[src/rtl/ssd_scan_mux_if.sv]
// Display-data bus for ssd_scan_mux: load-side inputs and registered scan outputs.
// master drives DataIn/DpIn/BlankIn/load; slave (the scanner) drives SSD/DP/AN/frame_done.
interface ssd_scan_mux_if #(
    parameter int NUM_DIGITS = 4
);
    logic [4*NUM_DIGITS-1:0] DataIn;
    logic [NUM_DIGITS-1:0]   DpIn;
    logic [NUM_DIGITS-1:0]   BlankIn;
    logic                    load;
    logic [6:0]              SSD;
    logic                    DP;
    logic [NUM_DIGITS-1:0]   AN;
    logic                    frame_done;

    modport master (
        output DataIn, DpIn, BlankIn, load,
        input  SSD, DP, AN, frame_done
    );

    modport slave (
        input  DataIn, DpIn, BlankIn, load,
        output SSD, DP, AN, frame_done
    );
endinterface

[src/rtl/ssd_scan_mux.sv]
// Time-multiplexed seven-segment scanner with pending/shadow double buffering (tear-free).
// Optional leading-zero blanking is compiled in when macro SSD_LZB_EN is defined.
module ssd_scan_mux #(
    parameter int NUM_DIGITS  = 4,
    parameter int REFRESH_DIV = 50000
) (
    input logic           clk,
    input logic           rst_n,
    ssd_scan_mux_if.slave bus
);
    localparam int DIV_W = $clog2(REFRESH_DIV);
    localparam int IDX_W = (NUM_DIGITS > 1) ? $clog2(NUM_DIGITS) : 1;

    logic [DIV_W-1:0]        div;
    logic [IDX_W-1:0]        idx;
    logic                    tick;
    logic                    last_idx;
    logic                    boundary;

    logic [4*NUM_DIGITS-1:0] pend_data;
    logic [NUM_DIGITS-1:0]   pend_dp;
    logic [NUM_DIGITS-1:0]   pend_blank;
    logic [4*NUM_DIGITS-1:0] shadow_data;
    logic [NUM_DIGITS-1:0]   shadow_dp;
    logic [NUM_DIGITS-1:0]   shadow_blank;

    logic [NUM_DIGITS-1:0]   blank_mask;
    logic [3:0]              nibble;
    logic [6:0]              hex_seg;
    logic [6:0]              ssd_next;
    logic                    dp_next;
    logic [NUM_DIGITS-1:0]   an_next;

    always_comb begin
        tick     = (div == DIV_W'(REFRESH_DIV - 1));
        last_idx = (idx == IDX_W'(NUM_DIGITS - 1));
        boundary = tick && last_idx;
    end

    // Scan counters and the two display buffers; a load on the boundary bypasses pending.
    always_ff @(posedge clk) begin
        if (!rst_n) begin
            div          <= '0;
            idx          <= '0;
            pend_data    <= '0;
            pend_dp      <= '0;
            pend_blank   <= '0;
            shadow_data  <= '0;
            shadow_dp    <= '0;
            shadow_blank <= '0;
        end else begin
            div <= tick ? '0 : div + DIV_W'(1);
            if (tick)
                idx <= last_idx ? '0 : idx + IDX_W'(1);
            if (bus.load) begin
                pend_data  <= bus.DataIn;
                pend_dp    <= bus.DpIn;
                pend_blank <= bus.BlankIn;
            end
            if (boundary) begin
                shadow_data  <= bus.load ? bus.DataIn  : pend_data;
                shadow_dp    <= bus.load ? bus.DpIn    : pend_dp;
                shadow_blank <= bus.load ? bus.BlankIn : pend_blank;
            end
        end
    end

`ifdef SSD_LZB_EN
    logic [NUM_DIGITS-1:0] lzb_mask;
    logic                  zero_run;

    // Walk down from the top digit; a digit is blanked while everything above it is zero too.
    always_comb begin
        lzb_mask = '0;
        zero_run = 1'b1;
        for (int unsigned k = NUM_DIGITS - 1; k > 0; k--) begin
            zero_run    = zero_run && (shadow_data[4*k +: 4] == 4'h0);
            lzb_mask[k] = zero_run;
        end
        blank_mask = shadow_blank | lzb_mask;
    end
`else
    always_comb begin
        blank_mask = shadow_blank;
    end
`endif

    always_comb begin
        nibble = shadow_data[{idx, 2'b00} +: 4];
        unique case (nibble)
            4'h0: hex_seg = 7'b1000000;
            4'h1: hex_seg = 7'b1111001;
            4'h2: hex_seg = 7'b0100100;
            4'h3: hex_seg = 7'b0110000;
            4'h4: hex_seg = 7'b0011001;
            4'h5: hex_seg = 7'b0010010;
            4'h6: hex_seg = 7'b0000010;
            4'h7: hex_seg = 7'b1111000;
            4'h8: hex_seg = 7'b0000000;
            4'h9: hex_seg = 7'b0010000;
            4'hA: hex_seg = 7'b0001000;
            4'hB: hex_seg = 7'b0000011;
            4'hC: hex_seg = 7'b0100111;
            4'hD: hex_seg = 7'b0100001;
            4'hE: hex_seg = 7'b0000110;
            default: hex_seg = 7'b0001110;
        endcase
        an_next  = ~(NUM_DIGITS'(1) << idx);
        ssd_next = blank_mask[idx] ? 7'b1111111 : hex_seg;
        dp_next  = blank_mask[idx] ? 1'b1 : ~shadow_dp[idx];
    end

    always_ff @(posedge clk) begin
        if (!rst_n) begin
            bus.AN         <= '1;
            bus.SSD        <= '1;
            bus.DP         <= 1'b1;
            bus.frame_done <= 1'b0;
        end else begin
            bus.AN         <= an_next;
            bus.SSD        <= ssd_next;
            bus.DP         <= dp_next;
            bus.frame_done <= boundary;
        end
    end
endmodule

[src/flat_wrapper.sv]
// flat-port wrapper written by rule: the top's interface ports become plain ports
module ssd_scan_mux_flat 
#(
    parameter int NUM_DIGITS  = 4,
    parameter int REFRESH_DIV = 50000
)
  (clk, rst_n, bus_DataIn, bus_DpIn, bus_BlankIn, bus_load, bus_SSD, bus_DP, bus_AN, bus_frame_done);
  ssd_scan_mux_if #(.NUM_DIGITS(NUM_DIGITS)) bus_i ();
  input logic clk;
  input logic rst_n;
  input wire logic [$bits(bus_i.DataIn)-1:0] bus_DataIn;
  input wire logic [$bits(bus_i.DpIn)-1:0] bus_DpIn;
  input wire logic [$bits(bus_i.BlankIn)-1:0] bus_BlankIn;
  input wire logic [$bits(bus_i.load)-1:0] bus_load;
  output wire logic [$bits(bus_i.SSD)-1:0] bus_SSD;
  output wire logic [$bits(bus_i.DP)-1:0] bus_DP;
  output wire logic [$bits(bus_i.AN)-1:0] bus_AN;
  output wire logic [$bits(bus_i.frame_done)-1:0] bus_frame_done;
  assign bus_i.DataIn = bus_DataIn;
  assign bus_i.DpIn = bus_DpIn;
  assign bus_i.BlankIn = bus_BlankIn;
  assign bus_i.load = bus_load;
  assign bus_SSD = bus_i.SSD;
  assign bus_DP = bus_i.DP;
  assign bus_AN = bus_i.AN;
  assign bus_frame_done = bus_i.frame_done;
  ssd_scan_mux #(.NUM_DIGITS(NUM_DIGITS), .REFRESH_DIV(REFRESH_DIV)) u_core (.clk(clk), .rst_n(rst_n), .bus(bus_i));
endmodule
[config.mk]
export PLATFORM = sky130hd
export DESIGN_NAME = ssd_scan_mux_flat
export DESIGN_NICKNAME = d
export VERILOG_FILES = /design/src/rtl/ssd_scan_mux_if.sv /design/src/rtl/ssd_scan_mux.sv /design/src/flat_wrapper.sv
export SDC_FILE = /design/constraint.sdc
export NUM_CORES = 1
export LEC_CHECK = 0
export CAP_MARGIN = 5
export CORE_AREA = 2 2 77 94
export CTS_BUF_LIST = sky130_fd_sc_hd__clkbuf_4 sky130_fd_sc_hd__clkbuf_8
export CTS_CLUSTER_DIAMETER = 40
export DETAILED_ROUTE_END_ITERATION = 6
export DIE_AREA = 0 0 79 96
export HOLD_SLACK_MARGIN = 0.08
export PLACE_DENSITY = 0.85
export SYNTH_ARGS = -nofsm -noshare
export SYNTH_HDL_FRONTEND = slang
export SYNTH_SLANG_ARGS = --single-unit
[constraint.sdc]
create_clock -name clk -period 2.1 [get_ports clk]
set_input_delay 0.21 -clock clk [delete_from_list [all_inputs] [get_ports clk]]
set_output_delay 0.21 -clock clk [all_outputs]
set_load 0.02 [all_outputs]
-- Word level (Yosys, flattened, before mapping)
Memories as Yosys holds them, arrays and structs flattened. A register that Yosys moved wholly into a read port is not among the register bits.
Index checks and enable logic that the tools add are counted.
- multiplexer cells: 8
- order comparisons: 1
- reduce and logical (&&, ||, !) cells: 3
- $add $sub $neg: 2
- bitwise logic cells: 3
- eq/ne operators: 2
- shift operators: 2
- operators by type and width (operator ; count):
    $add A16 B1 Y16 const B ; 1
    $eq A16 B16 Y1 const B ; 1
    $mux W16 ; 1
    $shiftx A16 B5 Y4 ; 1
    $mux W4 ; 2
    $bmux W1 S2 ; 2
    $not A4 Y4 ; 1
    $reduce_or A2 Y1 ; 2
    $shl A1 B2 Y4 const A ; 1
    $lt A2 B3 Y1 const B ; 1
    $add A2 B1 Y2 const B ; 1
    $eq A2 B2 Y1 const B ; 1
    $mux W1 ; 2
    $mux W2 ; 1
    $not A1 Y1 ; 2
    $logic_and A1 B1 Y1 ; 1
- input port bits: 27
- output and inout port bits: 13
- register bits after elaboration: 72
- memories: 1
- bits in read-only memories: 112
- word-level logic and storage cells: 33
- memories (memory ; depth ; bits a word ; read ports ; clocked after Yosys merged registers in ; write ports ; RTL line ; source):
    (no name shown) ; 16 ; 7 ; 1 ; 1 ; 0 ; ssd_scan_mux.sv:90 ; unique case (nibble)

-- Depth between registers and ports, before layout
Gate-level depths: netlist of the first run.
- word-level depth: 3
- depth in mapped cells: 7
- depth with buffers taken out: 6

-- Least setup slack after synthesis of the first run
Ideal clock, no wire load.
- path kind: register to register
- from: reg u_core.div[10]
- to: reg u_core.div[10]
- buffers on the path: 2
- data required time: 1983 ps
- clock period less this slack: 2055 ps
- library setup time: 117 ps
- arrival: 1938 ps
- stages on the path, launching flop included: 7
- slack: 45 ps
- cell sequence: dfxtp_1 > or4b_4 > or4_4 > buf_6 > nand2_1 > buf_2 > nor2_1
- longest elaborated chain between the ends: 2
- elaborated cells between the ends (all ways): 3
- classes of those cells: add/sub: 1; eq/ne: 1; reduce/logical: 1
- RTL lines (element ; RTL line ; source):
    from (decl) ; ssd_scan_mux.sv:14 ; logic [DIV_W-1:0] div;
    from (signal assigned) ; ssd_scan_mux.sv:52 ; div <= tick ? '0 : div + DIV_W'(1);
    parallel branches: the longest is 2 deep, another holds $add A16 B1 Y16 ; - ;
Parallel ways; which one is timed is not known.
A chain may end at the register's enable or synchronous reset.

-- Worst setup path after layout of the first run
- from: reg u_core.div[5]
- to: reg u_core.div[15]
Same word-level chain as after synthesis.

==> results of run 1 <==
power by group:
group,switching (mW),total (mW),leakage (nW),internal [mW]
Combinational,0.0807,0.199,0.785,0.118
Clock,0.516,1.01,0.0993,0.499
Sequential,0.0118,1.55,0.646,1.54
Total,0.608,2.76,1.53,2.15
worst register-to-register path, stage by stage (launching register included):
cell     delay, ps
dfxtp_2        350
or4b_1         520
or4_4          620
buf_4          170
nand2_2         80
buf_12         140
a21oi_1         50
metal layers:
metal / global-route usage (%) / wire length (um)
met5: 0 / 0
met4: 9.48 / 140
met3: 3.94 / 256
met2: 33.3 / 3430
met1: 22.9 / 2900
layout make-up:
class / instances / area (sq um)
timing repair buffer: 60 / 572
fill: 537 / 2550
clock buffer: 12 / 159
tap: 87 / 109
clock inverter: 4 / 20.0
sequential: 79 / 1580
multi-input combinational: 237 / 1670
inverter: 7 / 26.3
timing repair:
action / 4_1_cts / 5_1_grt
setup buffers: 0 / 2
resized for setup: 1 / 11
pin swaps: 0 / 3
setup endpoints to repair: 1 / 24
hold buffers: 0 / 0
metrics by stage:
step / power (mW) / setup slack, ps
finish: 2.76 / 47.8
global route: 2.86 / -31.4
CTS: 2.79 / 1.00
global placement: 1.78 / 65.7
detailed placement: 1.78 / 17.5
floorplan: 1.69 / 44.8
registers in the layout, indices dropped and copies added (netlist names), 2 cells and up:
signal              count
u_core.bus.AN           4
u_core.pend_data       16
u_core.pend_blank       4
u_core.div             16
u_core.pend_dp          4
u_core.blank_mask       4
u_core.idx              2
u_core.bus.SSD          7
u_core.shadow_dp        4
u_core.shadow_data     16
synth_stat cells (6+ instances only):
| library cell | count | share of area [%] |
|---|---|---|
| dfxtp_1 | 79 | 47 |
| a21oi_1 | 33 | 4.9 |
| o21ai_0 | 30 | 4.5 |
| nand3_1 | 28 | 4.2 |
| and2_1 | 26 | 4.8 |
| mux2_2 | 24 | 8.0 |
| clkbuf_1 | 19 | 2.1 |
| nand2_1 | 18 | 2.0 |
| nor2_1 | 17 | 1.9 |
| ha_1 | 11 | 4.1 |
| inv_1 | 7 | 0.78 |
| xor2_1 | 7 | 1.8 |
| mux4_2 | 6 | 4.0 |
| or3_1 | 6 | 1.1 |
cell families (layout without fill, tap and decap cells):
logic type	count (synthesis)	after routing	synth area share, %
compound gates	70	70	11.0
xor+xnor	10	10	2.60
fa+ha+maj	11	11	4.09
buf+inv	32	83	3.94
flops	79	79	47.0
mux	32	32	12.6
simple gates	114	114	18.7
final timing paths:
kind,from,to,cells past startpoint
worst max register to register,u_core.div[5],u_core.div[15],6
worst min-delay path,u_core.div[0],u_core.div[0],1
worst max-delay path,u_core.div[5],u_core.div[15],6
worst min register to register,u_core.div[0],u_core.div[0],1
==> impl_metrics.toml, run 1 <==
[job]
maxCapViolCount = 0

[clock_tree]
tritoncts = "done"
cts_buffers = 9
clkTransAtPathRegs_ps = 80
clockBufferDepth = 2
cts-root-buf = "clkbuf_8"
htreeDepth = 3
insertion_delay_ps = 350
cts_sinks = 79

[synthesis]
ys_seq_area_share_pct = 47.0
synthCells = 348
async_flop_share_pct = 0
avgSynthCellArea_sq_um = 9.67
synthFlopType = "dfxtp_1"
synth_edf_count = 0
syn-cell-area_sq_um = 3370
synth_nets = 386
synth-seq-cells = 79
ys_types = 36
yosys_warnings = 0

[floorplanning]
core_area_sq_um = 6690
die_h_um = 96
initial_utilization_pct = 50.3
die_area_sq_um = 7580
num_rows = 33
die_x_um = 79
ioPinCount = 40

[timing]
fin_setup_tns_ps = 0
hold_ws_ps = 471
min_period_ps = 2050
clock.fmax_mhz = 487
relSlewSlack_pct = 74.9
hold_violations = 0
finalSetupViolations = 0
period_share_pct = 97.7
maxSlewViolCount = 0
worst_clock_skew_ps = 10.4
worst_pin_slew_ps = 376
rsz0062_at_grt = "true"

[worst_setup_path]
critPathLaunchType = "register"
cp_slowest_cell = "or4_4"
path_buf_inv = 2
path_max_fanout = 15
worstPathArrival_ps = 2280
critical-path-top-delay-family = "simple AND/OR/NAND/NOR gates"
crit_type = "reg -> reg"
cp-end-kind = "register"
r2r_setup_slack_ps = 50
cp_cell_sequence = "or4b_1 -> or4_4 -> buf_4 -> nand2_2 -> buf_12 -> a21oi_1"
worstPathRequired_ps = 2320
crit_path_max_incr_delay_ps = 620

[route]
vias = 2637
drt_iter0_markers = 190
drc = 0
wire_per_inst_um = 13.8
postRouteAntennaNets = 0
dr.pass1.iters = 4
via_per_inst = 5.43
routed_wl_um = 6730

[cells_and_area]
final_util_pct = 61.8
diodes = 0
post_route_cells_drive_above_1_share_pct = 18.5
stdcell_count = 486
finalInstanceArea_sq_um = 4140
area_growth_pct = 22.9
most-common-layout-cells = "dfxtp_1, clkdlybuf4s50_1, a21oi_1"
final_common_cell = "dfxtp_1"
nets = 432

[worst_hold_path]
hp-class = "reg -> reg"

[place]
placed_area_sq_um = 3920
portBuffers = 39
hpwl_um = 4670
place_inst = 468
routabilityCongestion = 0.903

[grt]
grt_pass1_vias = 2608
grt_pass1_wl_um = 11600
overflow = 0
grt_max_degree = 30
antenna_found_initial = 0
track_usage_pct = 19.3

[outcome]
outcome = "finished clean"

[pwr]
power_per_cell_area_nw_per_um2 = 668
p_leak_nw = 1.53
irDropWorstVdd_uv = 388
Power figures use the tool's default switching activity.
==> run 2: changes to the inputs <==
- CORE_AREA: 2 2 77 94 -> 2 2 84 86
- DIE_AREA: 0 0 79 96 -> 0 0 86 88
==> run 2 against run 1 <==
  * Worst setup slack worse by 3.4 ps
  * Routed wire length rose by 8.2%
  * Cell count is 1.6% lower
  * Utilization up 1.3 points
  * Largest cell class unchanged
==> impl_metrics.toml, run 2 (same netlist as run 1, synthesis figures left out) <==
[place]
portBuffers = 39
routabilityCongestion = 0.851
place_inst = 459
placed_area_sq_um = 3920
hpwl_um = 4610

[clock_tree]
cts_buffers = 9
clkTransAtPathRegs_ps = 80
insertion_delay_ps = 360
tritoncts = "done"
htreeDepth = 3
cts_sinks = 79
clockBufferDepth = 2
hold_buffers = 0
cts-root-buf = "clkbuf_8"

[worst_setup_path]
r2r-start = "u_core.div[5]"
worstPathArrival_ps = 2300
worst_r2r_path_depth = 5
worstPathRequired_ps = 2340
r2r_setup_slack_ps = 40
cp-end-kind = "register"
critPathLaunchType = "register"
crit_type = "reg -> reg"
regToRegEndpoint = "u_core.blank_mask[1]"
path_max_fanout = 10

[worst_hold_path]
min_to = "u_core.shadow_data[6]"
hp-class = "reg -> reg"
hold_start = "u_core.shadow_data[6]"
hold_depth = 2

[cells_and_area]
regArea_sq_um = 1580
post_route_cells_drive_above_1_share_pct = 19.6
multi_input_area_sq_um = 1700
finalInstanceArea_sq_um = 4190
stdcell_count = 478
reg_top3 = "u_core.div x16, u_core.pend_data x16, u_core.shadow_data x16"
most-common-layout-cells = "dfxtp_1, clkdlybuf4s50_1, a21oi_1"
final_common_cell = "dfxtp_1"
nets = 431
diodes = 0
area_growth_pct = 24.6
n_fill_cell = 531

[floorplanning]
ioPinCount = 40
die_area_sq_um = 7570
num_rows = 30
initial_utilization_pct = 50.7
core_area_sq_um = 6640
die_h_um = 88
die_x_um = 86

[outcome]
outcome = "finished clean"

[route]
dr.pass1.iters = 4
vias = 2703
drt_iter0_markers = 191
wire_per_inst_um = 15.2
drc = 0
postRouteAntennaNets = 0
routed_wl_um = 7280
via_per_inst = 5.65

[grt]
antenna_found_initial = 0
grt_pass1_vias = 2523
track_usage_pct = 18.9
grt_max_degree = 30
overflow = 0
grt_pass1_wl_um = 11200

[timing]
min_period_ps = 2060
worst_clock_skew_ps = 10.2
hold_violations = 0
period_share_pct = 97.9
maxSlewViolCount = 0
relSlewSlack_pct = 80.9
finalSetupViolations = 0
clock.fmax_mhz = 486
worst_pin_slew_ps = 287

[job]
maxCapViolCount = 0

[pwr]
irDropWorstVdd_uv = 295
p_leak_nw = 1.54
power_per_cell_area_nw_per_um2 = 681
## run 2: cell count changes in the layout (fill, tap and decap cells not counted), sizes merged
cell | before | now
buf | 21 | 18
clkbuf | 12 | 15
clkinv | 4 | 1
clkinvlp | 0 | 1
or4 | 1 | 2
## run 2: routing by layer
layer	vias to the layer above	global-route usage, %	wire, um
met5	-	0	0
met4	0	9.09	138
met2	97	32.1	3550
met1	1281	22.0	3110
met3	15	5.18	476
li1	1310	-	-
## run 2: where the power goes
group	switching, mW	total, mW	internal, mW
clock	0.531	1.10	0.570
sequential	0.0118	1.55	1.54
combinational	0.0844	0.205	0.121
total	0.628	2.85	2.23
## run 2: cell type report
cell class	instances	area share, %
Multi-Input combinational cell	238	40.4
Sequential cell	79	37.8
Timing Repair Buffer	58	14.0
Clock buffer	14	4.45
Tap cell	80	2.39
Inverter	7	0.627
Clock inverter	2	0.298
## run 2: metrics by stage
stage	hold slack [ps]	total power [mW]	setup TNS [ps]	setup slack (ps)	utilization, %
after global placement	429	1.78	0	77.3	59.1
after global routing	503	2.95	-15.5	-15.4	63.1
after detailed placement	463	1.79	0	32.5	59.1
after floorplan	368	1.69	0	44.8	-
after CTS	477	2.87	0	10.3	62.1
final	478	2.85	0	44.5	63.1
## run 2: worst max path at each step
stage | start | endpoint | slack (ps) | cells past startpoint
after CTS | u_core.div[10] | u_core.shadow_data[12] | 10 | 5
after global placement | u_core.div[10] | u_core.shadow_data[15] | 80 | 4
after global routing | u_core.div[5] | u_core.shadow_dp[3] | -20 | 4
after floorplan | u_core.div[10] | u_core.div[10] | 40 | 6
final | u_core.div[5] | u_core.blank_mask[1] | 40 | 5
after detailed placement | u_core.div[10] | u_core.blank_mask[3] | 30 | 5
## run 2: worst max-delay path, cell delays in order (launching register included)
cell     delay [ps]
dfxtp_2         340
or4b_4          540
or4_4           600
buf_4           200
o21ai_0         180
a21oi_1          80
## run 2: what timing repair did
item                                    4_1_cts  5_1_grt
endpoints found under the setup margin        0       20
gates resized for setup                       0       23
setup buffers                                 0        1
endpoints found under the hold margin         0        0
==> run 3: changes to the inputs <==
- CORE_AREA: 2 2 84 86 -> 2 2 120 64
- CTS_BUF_LIST: sky130_fd_sc_hd__clkbuf_4 sky130_fd_sc_hd__clkbuf_8 -> unset
- DIE_AREA: 0 0 86 88 -> 0 0 122 66
- PLACE_DENSITY: 0.85 -> 0.82
- SKIP_CTS_REPAIR_TIMING: unset -> 1
==> run 3 against run 2 <==
  * Cell count rose by 2.7%
  * Via count fell by 3.4%
  * Largest cell class unchanged
  * Non-clock buffer count fell by 2
  * Sequential cell count did not move
  * Worst setup slack improved by 32 ps
  * Fmax rose by 1.6%
  * Critical path depth did not move
  * Largest power group unchanged
  * Routed wire length rose by 2.1%
  * First-iteration DRC count fell by 6.3%
  * Clock skew fell by 2.6 ps
  * Combinational power fell by 2%
==> impl_metrics.toml, run 3 (same netlist as run 1, synthesis figures left out) <==
[outcome]
outcome = "finished clean"

[timing]
hold_ws_ps = 457
hold_violations = 0
clock.fmax_mhz = 494
worst_slack_ps = 76.7
relSlewSlack_pct = 77.8
rsz0062_at_grt = "false"
worst_clock_skew_ps = 7.59
min_period_ps = 2020
maxSlewViolCount = 0
finalSetupViolations = 0
worst_pin_slew_ps = 333
period_share_pct = 96.3
fin_setup_tns_ps = 0

[clock_tree]
htreeDepth = 3
cts_buffers = 9
clockBufferDepth = 2
tritoncts = "done"
cts-root-buf = "clkbuf_16"
cts_sinks = 79
insertion_delay_ps = 340
clkTransAtPathRegs_ps = 50

[job]
maxCapViolCount = 0

[worst_setup_path]
regToRegEndpoint = "u_core.shadow_data[9]"
worstPathArrival_ps = 2240
cp-end-kind = "register"
worst_r2r_path_depth = 5
crit_type = "reg -> reg"
path_max_fanout = 13
critPathLaunchType = "register"
r2r_setup_slack_ps = 80
worstPathRequired_ps = 2320
r2r-start = "u_core.div[7]"

[floorplanning]
die_h_um = 66
core_area_sq_um = 7020
ioPinCount = 40
die_x_um = 122
num_rows = 22
initial_utilization_pct = 48.0
die_area_sq_um = 8050

[worst_hold_path]
hold_depth = 1
min_to = "u_core.div[0]"
hp-class = "reg -> reg"
hold_start = "u_core.div[0]"

[route]
postRouteAntennaNets = 0
drt_iter0_markers = 179
dr.pass1.iters = 5
routed_wl_um = 7430
vias = 2610
drc = 0
via_per_inst = 5.32
wire_per_inst_um = 15.1

[cells_and_area]
area_growth_pct = 24.5
diodes = 0
most-common-layout-cells = "dfxtp_1, clkdlybuf4s50_1, a21oi_1"
post_route_cells_drive_above_1_share_pct = 15.9
reg_top3 = "u_core.div x16, u_core.pend_data x16, u_core.shadow_data x16"
final_util_pct = 59.7
final_common_cell = "dfxtp_1"
nets = 428

[pwr]
irDropWorstVdd_uv = 363
p_leak_nw = 1.53
power_per_cell_area_nw_per_um2 = 740
power_mw = 3.10

[place]
routabilityCongestion = 0.833
portBuffers = 39
dp_slack_ps = 54.7
hpwl_um = 5260

[grt]
track_usage_pct = 20.2
grt_pass1_wl_um = 12100
antenna_found_initial = 0
grt_pass1_vias = 2477
grt_max_degree = 30
overflow = 0
-- run 3: final cells by class --
type                            count  area, sq um
Fill cell                         594         2830
Multi-Input combinational cell    237         1660
Sequential cell                    79         1580
Timing Repair Buffer               56          547
Clock buffer                       15          248
Tap cell                           96          120
Inverter                            7         26.3
Clock inverter                      1         5.00
-- run 3: power breakdown --
| part | leakage (nW) | internal, mW | switching (mW) | total (mW) |
|---|---|---|---|---|
| clock network | 0.122 | 0.800 | 0.548 | 1.35 |
| logic | 0.765 | 0.118 | 0.0835 | 0.201 |
| registers | 0.646 | 1.54 | 0.0126 | 1.55 |
-- run 3: through the flow --
step | cells | cell area [sq um]
2_1_floorplan | 348 | 3370
3_3_place_gp | 475 | 3930
3_5_place_dp | 475 | 3930
4_1_cts | 491 | 4180
5_1_grt | 491 | 4190
6_report | 491 | 4190
-- run 3: layer usage --
layer	track usage, %	part of all wire (%)	up-vias	routed length (um)
li1	-	-	1301	-
met3	7.67	6.3	11	468
met5	0	0	-	0
met4	7.76	1.0	0	74
met2	31.7	44	67	3280
met1	25.2	49	1231	3610
-- run 3: worst max-delay path: stages, from the launching register on --
cell     delay, ps
dfxtp_1        340
or4b_4         510
or4_4          590
buf_4          200
o21ai_0        180
a21oi_1         80
-- run 3: how the worst max path moves through the flow --
stage / from / end / slack (ps)
floorplan: u_core.div[10] / u_core.div[10] / 40
global placement: u_core.div[10] / u_core.shadow_data[15] / 130
CTS: u_core.div[14] / u_core.shadow_data[14] / 30
detailed placement: u_core.div[14] / u_core.shadow_data[4] / 50
finish: u_core.div[7] / u_core.shadow_data[9] / 80
global route: u_core.idx[0] / u_core.bus.SSD[3] / 9
